### src/rtl/mask_centroid.sv
// mask_centroid: per-frame mask blob count, bounding box and centroid via a sequential divider
module mask_centroid #(
  parameter int WIDTH = 320,
  parameter int HEIGHT = 240,
  parameter int MIN_COUNT = 64
)(
  input  logic        clk,
  input  logic        reset,
  input  logic        mask_bit,
  input  logic        mask_valid,
  input  logic [10:0] hcount,
  input  logic [9:0]  vcount,
  output logic [10:0] centroid_x,
  output logic [9:0]  centroid_y,
  output logic [16:0] pixel_count,
  output logic [10:0] x_min,
  output logic [10:0] x_max,
  output logic [9:0]  y_min,
  output logic [9:0]  y_max,
  output logic        found,
  output logic        result_valid,
  output logic        busy
);
  typedef enum logic [1:0] {IDLE, DIV_X, DIV_Y, DONE} state_t;
  state_t state;
  logic [16:0] cnt, s_cnt, rem, n_cnt, dv, nrem;
  logic [24:0] sx, n_sx;
  logic [23:0] sy, n_sy, s_sy;
  logic [10:0] xmn, xmx, s_xmn, s_xmx, n_xmn, n_xmx, dq, qx, nq;
  logic [9:0]  ymn, ymx, s_ymn, s_ymx, n_ymn, n_ymx, q;
  logic [17:0] t;
  logic [3:0]  k;
  logic        in_frame, hit, eof, ge, zero;
  // Next running totals, frame-end detect and one restoring-divide step
  always_comb begin
    in_frame = mask_valid && hcount < 11'(WIDTH) && vcount < 10'(HEIGHT);
    hit = in_frame && mask_bit;
    eof = in_frame && hcount == 11'(WIDTH - 1) && vcount == 10'(HEIGHT - 1);
    n_cnt = cnt + {16'd0, hit};
    n_sx = hit ? sx + {14'd0, hcount} : sx;
    n_sy = hit ? sy + {14'd0, vcount} : sy;
    n_xmn = hit && hcount < xmn ? hcount : xmn;
    n_xmx = hit && hcount > xmx ? hcount : xmx;
    n_ymn = hit && vcount < ymn ? vcount : ymn;
    n_ymx = hit && vcount > ymx ? vcount : ymx;
    dv = s_cnt == 17'd0 ? 17'd1 : s_cnt;
    t = {rem, dq[10]};
    ge = t >= {1'b0, dv};
    nrem = ge ? 17'(t - {1'b0, dv}) : t[16:0];
    nq = {q, ge};
    zero = s_cnt == 17'd0;
  end
  // Accumulation, frame snapshot, divider sequencing and registered result bundle
  always_ff @(posedge clk) begin
    if (reset) begin
      state <= IDLE;
      cnt <= '0;
      sx <= '0;
      sy <= '0;
      xmn <= '1;
      xmx <= '0;
      ymn <= '1;
      ymx <= '0;
      s_cnt <= '0;
      s_sy <= '0;
      s_xmn <= '0;
      s_xmx <= '0;
      s_ymn <= '0;
      s_ymx <= '0;
      rem <= '0;
      dq <= '0;
      q <= '0;
      qx <= '0;
      k <= '0;
      centroid_x <= '0;
      centroid_y <= '0;
      pixel_count <= '0;
      x_min <= '0;
      x_max <= '0;
      y_min <= '0;
      y_max <= '0;
      found <= 1'b0;
      result_valid <= 1'b0;
      busy <= 1'b0;
    end else begin
      result_valid <= 1'b0;
      cnt <= eof ? '0 : n_cnt;
      sx <= eof ? '0 : n_sx;
      sy <= eof ? '0 : n_sy;
      xmn <= eof ? '1 : n_xmn;
      xmx <= eof ? '0 : n_xmx;
      ymn <= eof ? '1 : n_ymn;
      ymx <= eof ? '0 : n_ymx;
      if (state == DIV_X || state == DIV_Y) begin
        rem <= nrem;
        dq <= {dq[9:0], 1'b0};
        q <= nq[9:0];
        k <= k + 4'd1;
      end
      case (state)
        IDLE: if (eof) begin
          s_cnt <= n_cnt;
          s_sy <= n_sy;
          s_xmn <= n_xmn;
          s_xmx <= n_xmx;
          s_ymn <= n_ymn;
          s_ymx <= n_ymx;
          rem <= {3'd0, n_sx[24:11]};
          dq <= n_sx[10:0];
          q <= '0;
          k <= '0;
          busy <= 1'b1;
          state <= DIV_X;
        end
        DIV_X: if (k == 4'd10) begin
          qx <= nq;
          rem <= {3'd0, s_sy[23:10]};
          dq <= {s_sy[9:0], 1'b0};
          q <= '0;
          k <= '0;
          state <= DIV_Y;
        end
        DIV_Y: if (k == 4'd9) state <= DONE;
        default: begin
          centroid_x <= qx;
          centroid_y <= q;
          pixel_count <= s_cnt;
          x_min <= zero ? '0 : s_xmn;
          x_max <= zero ? '0 : s_xmx;
          y_min <= zero ? '0 : s_ymn;
          y_max <= zero ? '0 : s_ymx;
          found <= s_cnt >= 17'(MIN_COUNT);
          result_valid <= 1'b1;
          busy <= 1'b0;
          state <= IDLE;
        end
      endcase
    end
  end
endmodule

### config.mk
export PLATFORM = sky130hd
export DESIGN_NAME = mask_centroid
export DESIGN_NICKNAME = d
export VERILOG_FILES = /design/src/rtl/mask_centroid.sv
export SDC_FILE = /design/constraint.sdc
export NUM_CORES = 1
export LEC_CHECK = 0
export CAP_MARGIN = 0
export CORE_MARGIN = 2
export CORE_UTILIZATION = 60
export CTS_CLUSTER_DIAMETER = 30
export DETAILED_ROUTE_END_ITERATION = 8
export MAX_ROUTING_LAYER = met4
export PLACE_DENSITY = 0.9
export SLEW_MARGIN = 20
export SYNTH_ARGS = -nofsm -noshare
export SYNTH_HDL_FRONTEND = slang
export SYNTH_SLANG_ARGS = --single-unit
### constraint.sdc
create_clock -name clk -period 8.78 [get_ports clk]
set_input_delay 1.756 -clock clk [delete_from_list [all_inputs] [get_ports clk]]
set_output_delay 1.756 -clock clk [all_outputs]
set_load 0.02 [all_outputs]
# --- Yosys cells after proc, flatten, opt, wreduce, memory -nomap -nowiden ---
# Index checks and enable logic that the tools add are counted.
word_totals:
  out_inout_bits: 83
  reg_bits: 329
  input_bits: 25
op_classes:
  mux: 35
  bitwise_logic: 1
  n_reduce_logical: 19
  addsub: 5
  n_lt_le_gt_ge: 8
  eq_ne: 9
ops:
  columns: ["operator", "n"]
  rows:
  - ["two-way mux 17 bit", 5]
  - ["two-way mux 11 bit", 7]
  - ["two-way mux 10 bit", 7]
  - ["one-hot mux 17 bit (2 select lines)", 1]
  - ["adder 25 x 11 -> 25 bit", 1]
  - ["two-way mux 25 bit", 1]
  - ["adder 24 x 10 -> 24 bit", 1]
  - ["two-way mux 24 bit", 1]
  - ["one-hot mux 11 bit (2 select lines)", 1]
  - ["one-hot mux 10 bit (2 select lines)", 1]
  - ["greater-or-equal comparator 18 x 17 -> 1 bit", 1]
  - ["adder 17 x 1 -> 17 bit", 1]
  - ["greater-or-equal comparator 17 x 7 -> 1 bit, second input constant", 1]
  - ["zero test 17 bit", 1]
  - ["subtractor 17 bit", 1]
  - ["two-way mux 4 bit", 3]
  - ["== test 11 x 9 -> 1 bit, second input constant", 1]
  - ["greater-than comparator 11 bit", 1]
  - ["less-than comparator 11 bit", 1]
  - ["less-than comparator 11 x 9 -> 1 bit, second input constant", 1]
  - ["== test 10 x 8 -> 1 bit, second input constant", 1]
  - ["greater-than comparator 10 bit", 1]
  - ["less-than comparator 10 bit", 1]
  - ["less-than comparator 10 x 8 -> 1 bit, second input constant", 1]
  - ["other kinds (19)", 35]

# --- Longest topological paths before layout ---
# Gate-level depths: netlist (run 1).
depth:
  depth_word: 7
  depth_mapped: 16
  ltp_nobuf: 15

# --- Worst setup path after synthesis (run 1) ---
# OpenSTA, ideal clock, no wires.
synth_timing:
  kind: "input port to flip-flop"
  start: "input port vcount[8]"
  end: "register s_cnt[12]"
  arrival_ns: 4.066
  stages: 15
  setup_slack_ns: 4.628
  path_buffers: 3
  path_cell_list: "nor3b_2 and4_1 buf_4 nand2_2 buf_4 inv_2 buf_4 ha_1 ha_1 and3_1 and3_1 and2_1 nand3_1 xor2_1 a211oi_1"
synth_via:
  elab_chain_len: 5
  word_cells_on_any_way: 8
synth_rtl:
  columns: ["item", "line_no", "rtl"]
  rows:
  - ["start: declaration", "12", "input logic [9:0] vcount,"]
  - ["parallel branches: the longest is 5 deep, another holds adder 17 x 1 -> 17 bit", null, null]
  - ["end signal: assignment", "102", "s_cnt <= n_cnt;"]
  - ["end: declaration", "26", "logic [16:0] cnt, s_cnt, rem, n_cnt, dv, nrem;"]
# Parallel ways; which one is timed is not known.
# A chain may end at the register's enable or synchronous reset.

# --- Worst setup path in the final report (run 1) ---
layout_timing:
  start: "input port vcount[4]"
  end: "register s_cnt[16]"
# Same word-level chain as after synthesis.

==> metrics.yaml, run 1 <==
routabilityCongestion: 0.9509
fp.dieH_um: 166.4
wire_per_inst_um: 18.72
path_class: "in2reg"
grt_max_degree: 114
routed_wl_um: 42310
dr.pass1.iters: 8
drive_gt1_share_pct: 8.000
grt-ovfl-total: 0
rsz0062_at_grt: "no"
core_sq_um: 25980
vdd_drop_max_uv: 234.9
status: "finished clean"
netlist_top_cells_area: "dfxtp_1, ha_1, mux2i_1"
utilization_pct: 72.29
power.total_uw: 4487
worstHoldEndpoint: "s_xmn[10]"
syn_inst: 1812
cts_buffers: 54
syn_area_sq_um: 15830
num_rows: 59
root_buffer: "clkbuf_16"
tns_ns: 0
synthDominantCellAreaShare_pct: 41.62
cts.sinks: 329
syn_nets: 1927
powerDensity_nw_per_um2: 238.9
whs_path_depth: 2
hold_class: "reg2reg"
path_clk_slew_ns: 0.05
fmax_mhz: 182.4
reg2regPathDepth: 16
ys_seq_area_share_pct: 41.62
fin_crit_sh_pct: 62.45
reg2reg_from: "s_cnt[16]"
start_util_pct: 60.91
finalSetupViolations: 0
hold_viol: 0
maxSlewViolCount: 0
num-fill-cells: 1699
cp.required_ns: 9.24
dp_cells: 2162
tritoncts: "done"
synth.cells.most_frequent: "dfxtp_1, nor2_1, nand2_1"
postCtsSetupBuffers: 0
leakage_uw: 0.007047
die_x_um: 166.4
areaGrowthSynthToFinish_pct: 18.70
dp_hpwl_um: 27100
synth_edf_count: 0
grt_use_total_pct: 30.51
dp_worst_setup_slack_ns: 2.953
worst-path-max-fanout: 38
relSlewSlack_pct: 28.74
hold_path.startpoint: "s_xmn[10]"
synth-seq-cells: 329
antenna_left: 0
synth.avg_cell_area_sq_um: 8.734
r2r_slack_ns: 3.48
fin_ws_ns: 3.297
h-tree-depth: 2
yosys_warnings: 0
worst_pin_slew_ns: 1.065
n_antenna_cell: 0
cts_buffer_depth: 3
cap_violations: 0
dieArea_sq_um: 27690
fin_crit_ns: 5.483
cts_resized: 0
ys_async_sr_fraction_pct: 0
vias: 14030
via_per_inst: 6.209
cp.arrival_ns: 5.94
antenna_found_initial: 0
drc: 0
grt_pass1_wl_um: 68660
reg2reg_to: "rem[12]"
ys.flop_type: "dfxtp_1"
ios: 108
cts_hold_buf: 0
portBuffers: 107
critPathCaptureType: "flip-flop"
drt_iter0_drc: 1460
synth_cell_type_count: 81
yosysTopAreaCell: "dfxtp_1"
first_global_vias: 14070
clk_latency_ns: 0.56
worstSetupStartpointType: "primary input"
layout.nets: 1998
crit_start: "vcount[4]"
yosysMostFrequentCell: "dfxtp_1"
skew_ns: 0.02234
finalNonFillerCells: 2260
==> cells in the final DEF (no fill, tap or decap), types with 6 or more instances in the layout <==
cell and instances:
a31oi_1 15, nand3_1 87, nor3_1 29, clkbuf_16 55, o21a_1 6, mux2i_1 98
nor2_1 244, a21oi_1 108, inv_6 7, a221o_1 7, or3_1 9, clkbuf_8 8
dfxtp_1 329, nor2b_1 11, buf_4 13, o21ai_0 39, ha_1 85, nor4_1 14
a21o_1 15, nand4_1 25, a21oi_2 8, inv_1 88, a211oi_1 83, xor2_1 27
and3_1 24, xnor2_1 41, o211ai_1 7, nand2_1 127, nand2b_1 50, a211oi_2 7
clkdlybuf4s50_1 106, and2_1 22, clkinvlp_4 11
==> worst max-delay path by stage <==
stage | to | slack (ns) | cells after the start
2_1_floorplan | s_cnt[12] | 4.63 | 15
3_3_place_gp | s_cnt[12] | 3.13 | 13
3_5_place_dp | s_cnt[16] | 2.95 | 13
4_1_cts | s_cnt[16] | 3.45 | 13
5_1_grt | s_cnt[12] | 3.11 | 13
6_report | s_cnt[16] | 3.30 | 13
==> cell families after synthesis <==
logic type,after synthesis,synth area share [%]
buffers and inverters,194,5.020
and+or+nand+nor,665,19.84
xor gates and xnor gates,68,3.763
AOI/OAI and AO/OA,368,16.31
adders and majority gates,90,7.257
muxes,98,6.198
DFF,329,41.62
==> final cells by class <==
type                       instances  area, sq um  area share [%]
clock buffer                      68         1505           8.013
clock inverter                    30        294.0           1.565
inverter                          89        334.1           1.778
multi-input combinational       1289         8477           45.12
sequential                       329         6586           35.06
tap                              335        419.2           2.231
timing repair buffer             120         1170           6.228
==> state kept, by name, summed over array words and instances, names as in the netlist, 11 cells and up <==
name and cells:
sx 25, xmn 11, s_xmn 11, x_max 11, xmx 11, sy 24
s_xmx 11, dq 11, s_cnt 17, s_sy 24, pixel_count 17, centroid_x 11
qx 11, rem 17, cnt 17, x_min 11
==> critical path, cell delays in order <==
cell	delay [ns]
clkdlybuf4s50_1	0.68
nand4_1	0.29
and4_1	0.38
nand2_2	0.51
inv_2	0.54
ha_1	0.31
ha_1	0.20
and3_1	0.20
and3_1	0.27
and2_1	0.24
nand3_1	0.11
xor2_1	0.17
a211oi_1	0.26
==> power by group <==
group / internal [uW] / leakage (uW) / switching (uW)
registers: 1520 / 0.00265 / 27.8
logic: 316 / 0.00354 / 568
clock network: 1310 / 0.000853 / 747
total: 3140 / 0.00705 / 1340
==> layer usage <==
metal  track usage [%]  wire (um)  up-vias
li1                  -          -     6522
met1             35.95      17160     6689
met2             51.65      20530      662
met3             4.872       3052      159
met4             13.38       1566        0
met5                 -          0        -
==> per-stage QoR <==
stage | hold WS, ns | instance area, sq um
detailed placement | 0.4481 | 16990
finish | 0.4584 | 18790
global placement | 0.4405 | 16990
floorplan | 0.4321 | 15830
CTS | 0.4577 | 18790
global route | 0.4791 | 18790
Note: power is estimated with default switching activity, not from simulation.
==> run 2: changes to the inputs <==
Settings changed: CORE_UTILIZATION 60 to 54, PLACE_DENSITY 0.9 to 0.86.
Clock period 8.78 ns to 5 ns, I/O delays scaled along.
==> run 2 against run 1 <==
Non-clock buffer count rose by 12. Via count is 0.63% lower. Worst hold slack lost 0.020 ns. Largest power group unchanged. Clock-buffer cell count is 1 lower. Sequential power grew 75%. Combinational power is 75% higher. Critical path type is now reg2reg. Power is 87% higher. Critical endpoint is now rem[16].
==> metrics.yaml, run 2 (synthesized netlist as in run 1, its figures left out) <==
status: "finished clean"  # unchanged
fin_crit_sh_pct: 78.61
hold_viol: 0  # unchanged
dp_hpwl_um: 27840  # was 27100 um
clk_latency_ns: 0.58  # was 0.56 ns
grt_max_degree: 106  # was 114
fin_area_sq_um: 19220  # was 18790 sq um
dr.pass1.iters: 5  # was 8
via_per_inst: 5.997  # was 6.209
cts.sinks: 329  # unchanged
path_class: "reg2reg"  # was in2reg
layout.nets: 2012  # was 1998
die_x_um: 175.2  # was 166.4 um
routed_wl_um: 42990  # was 42310 um
power.total_uw: 8390  # was 4487 uW
hold_class: "reg2reg"  # unchanged
skew_ns: 0.03656  # was 0.02234 ns
core_sq_um: 28780  # was 25980 sq um
routabilityCongestion: 0.9665  # was 0.9509
dieArea_sq_um: 30690  # was 27690 sq um
root_buffer: "clkbuf_16"  # unchanged
antenna_left: 0  # unchanged
cap_violations: 0  # unchanged
cp.arrival_ns: 4.43  # was 5.94 ns
top_regs: "sx x25, s_sy x24, sy x24"  # unchanged
tritoncts: "done"  # unchanged
grt_pass1_wl_um: 70530  # was 68660 um
worst-path-max-fanout: 10  # was 38
cp.required_ns: 5.50  # was 9.24 ns
place_area_sq_um: 17150  # was 16990 sq um
drive_gt1_share_pct: 8.913  # was 8.000%
wire_per_inst_um: 18.49  # was 18.72 um
start_util_pct: 54.99  # was 60.91%
critPathCaptureType: "flip-flop"  # unchanged
cpMostUsedCell: "nor4_1"
cts_buffers: 56  # was 54
finalNonFillerCells: 2325  # was 2260
worst_pin_slew_ns: 1.076  # was 1.065 ns
drt_iter0_drc: 1083  # was 1460
maxSlewViolCount: 0  # unchanged
n_antenna_cell: 0  # unchanged
h-tree-depth: 2  # unchanged
num-fill-cells: 2092  # was 1699
layout_commonest_cell: "dfxtp_1"  # unchanged
tns_ns: 0  # unchanged
cts_resized: 0  # unchanged
relSlewSlack_pct: 28.28  # was 28.74%
regMostFlops: "sx"  # unchanged
grt-ovfl-total: 0  # unchanged
num_rows: 62  # was 59
worstSetupStartpointType: "flip-flop"  # was primary input
ios: 108  # unchanged
fmax_mhz: 254.4
antenna_found_initial: 0  # unchanged
powerDensity_nw_per_um2: 436.5  # was 238.9 nW/um^2
crit_path_cell_trace: "nor4_1, nand2_1, nor4_1, nand4_1, nand2b_1, ha_1, inv_1, fa_1, a21o_1, a221oi_4, a21oi_2, o31a_1, nor2_1, a31oi_1, o22ai_1"  # was clkdlybuf4s50_1, nand4_1, and4_1, nand2_2, inv_2, ha_1, ha_1, and3_1, and3_1, and2_1, nand3_1, xor2_1, a211oi_1
fp.dieH_um: 175.2  # was 166.4 um
dp_cells: 2223  # was 2162
dp_worst_setup_slack_ns: 0.7035  # was 2.953 ns
first_global_vias: 14040  # was 14070
crit_slowest_cell: "nor2_1"  # was clkdlybuf4s50_1
cts_buffer_depth: 3  # unchanged
rsz0062_at_grt: "no"  # unchanged
postCtsSetupBuffers: 0  # unchanged
drc: 0  # unchanged
fin_ws_ns: 1.070  # was 3.297 ns
grt_use_total_pct: 28.46  # was 30.51%
vias: 13940  # was 14030
leakage_uw: 0.007257  # was 0.007047 uW
cts_hold_buf: 0  # unchanged
critPathMaxStageDelay_ns: 0.40  # was 0.68 ns
vdd_drop_max_uv: 331.3  # was 234.9 uV
largest_register_ffs: 25  # unchanged
fin_crit_ns: 3.930
final_cell_mix: "dfxtp_1, nor2_1, nand2_1"  # unchanged
finalSetupViolations: 0  # unchanged
portBuffers: 107  # unchanged
path_clk_slew_ns: 0.05  # about the same
areaGrowthSynthToFinish_pct: 21.46  # was 18.70%
## run 2: changes by cell type in the layout (fill, tap and decap cells not counted), sizes merged
cell / delta
buf: +12
bufinv: +7
clkbuf: -1
clkinv: +6
clkinvlp: -7
inv: -1
## run 2: final timing paths
check	start	end	slack [ns]	cells after the start
setup / recovery	s_cnt[8]	rem[16]	1.07	15
hold / removal	s_sy[4]	dq[5]	0.44	2
setup reg to reg	s_cnt[8]	rem[16]	1.07	15
hold reg to reg	s_sy[4]	dq[5]	0.44	2
## run 2: final cells by class
type	instances	area [sq um]	area share [%]
Tap cell	384	480.5	2.499
Inverter	89	334.1	1.738
Timing Repair Buffer	132	1272	6.619
Multi-Input combinational cell	1289	8478	44.10
Sequential cell	329	6586	34.26
Clock inverter	35	549.3	2.857
Clock buffer	67	1523	7.921
## run 2: where the power goes
group / switching, uW / internal (uW) / total [uW]
clock network: 1400 / 2710 / 4120
registers: 52.6 / 2670 / 2720
logic: 969 / 580 / 1550
total: 2430 / 5970 / 8390
## run 2: metal layers
metal	wire [um]	track usage [%]	share of wire [%]
met4	1250	10.66	2.9
met2	20850	47.64	48
met5	0	-	0
met1	17890	34.70	42
met3	2995	4.286	7.0
## run 2: critical path: cells and delay by family (launching register included)
family	cells	cell delay, ns
AND/OR/NAND/NOR	6	1.48
buffers and inverters	1	0.06
flip-flops	1	0.34
AO/OA/AOI/OAI	6	1.40
adder cells (fa/ha/maj)	2	0.57
## run 2: metrics by stage
stage | hold slack (ns) | utilization (%)
floorplan | 0.4321 | -
global placement | 0.4420 | 59.59
detailed placement | 0.4468 | 59.59
CTS | 0.4254 | 66.79
global route | 0.4731 | 66.79
finish | 0.4389 | 66.79
==> run 3: changes to the inputs <==
Settings changed: CORE_UTILIZATION 54 to 59, PLACE_DENSITY 0.86 to 0.89.
Clock period 5 ns to 4.03 ns, I/O delays scaled along.
==> run 3 against run 2 <==
Wire length is 0.64% lower. Critical path depth stayed put. Die area is 8.3% lower. Global-route usage is 2.3 points higher. Critical path type unchanged.
==> metrics.yaml, run 3 (synthesized netlist as in run 1, its figures left out) <==
status: "finished clean"  # unchanged
reg2reg_to: "rem[5]"  # was rem[16]
wire_per_inst_um: 18.53  # was 18.49 um
postCtsSetupBuffers: 0  # unchanged
portBuffers: 107  # unchanged
largest_register_ffs: 25  # unchanged
dr.pass1.iters: 6  # was 5
tritoncts: "done"  # unchanged
worst_pin_slew_ns: 1.078  # was 1.076 ns
whs_path_depth: 2  # unchanged
cts_buffer_depth: 3  # unchanged
cap_violations: 0  # unchanged
cp.required_ns: 4.49  # was 5.50 ns
leakage_uw: 0.007322  # was 0.007257 uW
regMostFlops: "sx"  # unchanged
layout.nets: 2036  # was 2012
top_regs: "sx x25, s_sy x24, sy x24"  # unchanged
start_util_pct: 60.39  # was 54.99%
grt-ovfl-total: 0  # unchanged
worst-path-max-fanout: 10  # unchanged
maxSlewViolCount: 0  # unchanged
drive_gt1_share_pct: 10.00  # was 8.913%
fp.dieH_um: 167.8  # was 175.2 um
drc: 0  # unchanged
num-fill-cells: 1710  # was 2092
fmax_mhz: 265.2  # was 254.4 MHz
regArea_sq_um: 6586  # unchanged
path_class: "reg2reg"  # unchanged
routed_wl_um: 42710  # was 42990 um
cp.arrival_ns: 4.24  # was 4.43 ns
final_cell_mix: "dfxtp_1, nor2_1, nand2_1"  # unchanged
finalSetupViolations: 0  # unchanged
cts_hold_buf: 0  # unchanged
place_area_sq_um: 17290  # was 17150 sq um
powerDensity_nw_per_um2: 529.3  # was 436.5 nW/um^2
hold_viol: 0  # unchanged
num_rows: 59  # was 62
grt_pass1_wl_um: 69790  # was 70530 um
reg2regPathDepth: 15  # unchanged
grt_use_total_pct: 30.72  # was 28.46%
die_x_um: 167.8  # was 175.2 um
dp_hpwl_um: 27840  # about the same
skew_ns: 0.03559  # was 0.03656 ns
cts_buffers: 57  # was 56
drt_iter0_drc: 1507  # was 1083
areaGrowthSynthToFinish_pct: 21.78  # was 21.46%
clk_latency_ns: 0.58  # about the same
h-tree-depth: 2  # unchanged
n_antenna_cell: 0  # unchanged
grt_max_degree: 107  # was 106
multi_input_area_sq_um: 8477  # was 8478 sq um
rsz0062_at_grt: "no"  # unchanged
cts_resized: 0  # unchanged
cts.sinks: 329  # unchanged
via_per_inst: 6.087  # was 5.997
fin_crit_ns: 3.771  # was 3.930 ns
whs_ns: 0.4558  # was 0.4389 ns
dieArea_sq_um: 28150  # was 30690 sq um
worstHoldEndpoint: "s_xmx[9]"  # was dq[5]
ios: 108  # unchanged
fin_area_sq_um: 19270  # was 19220 sq um
hold_class: "reg2reg"  # unchanged
antenna_found_initial: 0  # unchanged
critPathCaptureType: "flip-flop"  # unchanged
r2r_slack_ns: 0.26  # was 1.07 ns
relSlewSlack_pct: 28.13  # was 28.28%
first_global_vias: 14040  # unchanged
antenna_left: 0  # unchanged
tns_ns: 0  # unchanged
vdd_drop_max_uv: 372.6  # was 331.3 uV
root_buffer: "clkbuf_16"  # unchanged
fin_crit_sh_pct: 93.58  # was 78.61%
vias: 14030  # was 13940
hold_path.startpoint: "s_xmx[9]"  # was s_sy[4]
routabilityCongestion: 0.9415  # was 0.9665
path_clk_slew_ns: 0.06  # was 0.05 ns
reg2reg_from: "s_cnt[16]"  # was s_cnt[8]
layout_commonest_cell: "dfxtp_1"  # unchanged
core_sq_um: 26210  # was 28780 sq um
worstSetupStartpointType: "flip-flop"  # unchanged
-- run 3: changes by cell type in the layout (fill, tap and decap cells not counted), moves of 2 or more --
cell        delta
buf_12         +2
buf_4         +21
bufinv_16      -4
clkbuf_1       +4
clkbuf_8       -5
clkinv_2       +3
clkinv_4       +3
clkinvlp_4     +4
-- run 3: through the flow --
| stage | util [%] | worst slack, ns | total power (uW) | std cells |
|---|---|---|---|---|
| final | 73.55 | 0.2588 | 10200 | 2305 |
| after global routing | 73.55 | 0.08243 | 10570 | 2305 |
| after CTS | 73.55 | 0.3200 | 10180 | 2305 |
| after detailed placement | 65.96 | 0.09938 | 5329 | 2197 |
| after global placement | 65.96 | 0.2414 | 5300 | 2197 |
| after floorplan | - | 0.5510 | 4885 | 1812 |
-- run 3: per-layer routing --
| metal | vias up | global-route usage (%) | wire (um) |
|---|---|---|---|
| met5 | - | - | 0 |
| met4 | 0 | 12.51 | 1534 |
| met3 | 132 | 4.913 | 2720 |
| met2 | 596 | 52.55 | 20930 |
| met1 | 6693 | 36.19 | 17520 |
| li1 | 6610 | - | - |
-- run 3: power breakdown --
part	internal, uW	total [uW]	switching [uW]	leakage [uW]
sequential	3310	3380	67.1	0.00265
combinational	743	1960	1210	0.00372
clock	3090	4860	1770	0.000948
-- run 3: layout make-up --
class,instances,area share [%]
Clock buffer,67,7.751
Clock inverter,41,2.558
Inverter,89,1.733
Multi-Input combinational cell,1289,43.98
Sequential cell,329,34.17
Tap cell,335,2.175
Timing Repair Buffer,155,7.628
-- run 3: worst max-delay path by stage --
| stage | endpoint | slack (ns) | cells past startpoint | startpoint |
|---|---|---|---|---|
| floorplan | rem[8] | 0.55 | 16 | s_cnt[8] |
| CTS | rem[5] | 0.32 | 15 | s_cnt[16] |
| finish | rem[5] | 0.26 | 15 | s_cnt[16] |
| detailed placement | rem[5] | 0.1 | 10 | hcount[0] |
| global placement | rem[1] | 0.24 | 10 | hcount[0] |
| global route | rem[10] | 0.08 | 15 | s_cnt[16] |
-- run 3: critical path: stages, from the launching register on --
cell and delay, ns:
dfxtp_1 0.35, nor4_1 0.29, nand2_1 0.09, nor4_1 0.37, nand4_1 0.20, nand2b_1 0.12
ha_1 0.16, inv_1 0.05, fa_1 0.39, a21o_1 0.22, a221oi_4 0.26, a21oi_2 0.10
o31a_1 0.36, o21ai_0 0.28, a31oi_1 0.14, a221o_1 0.27
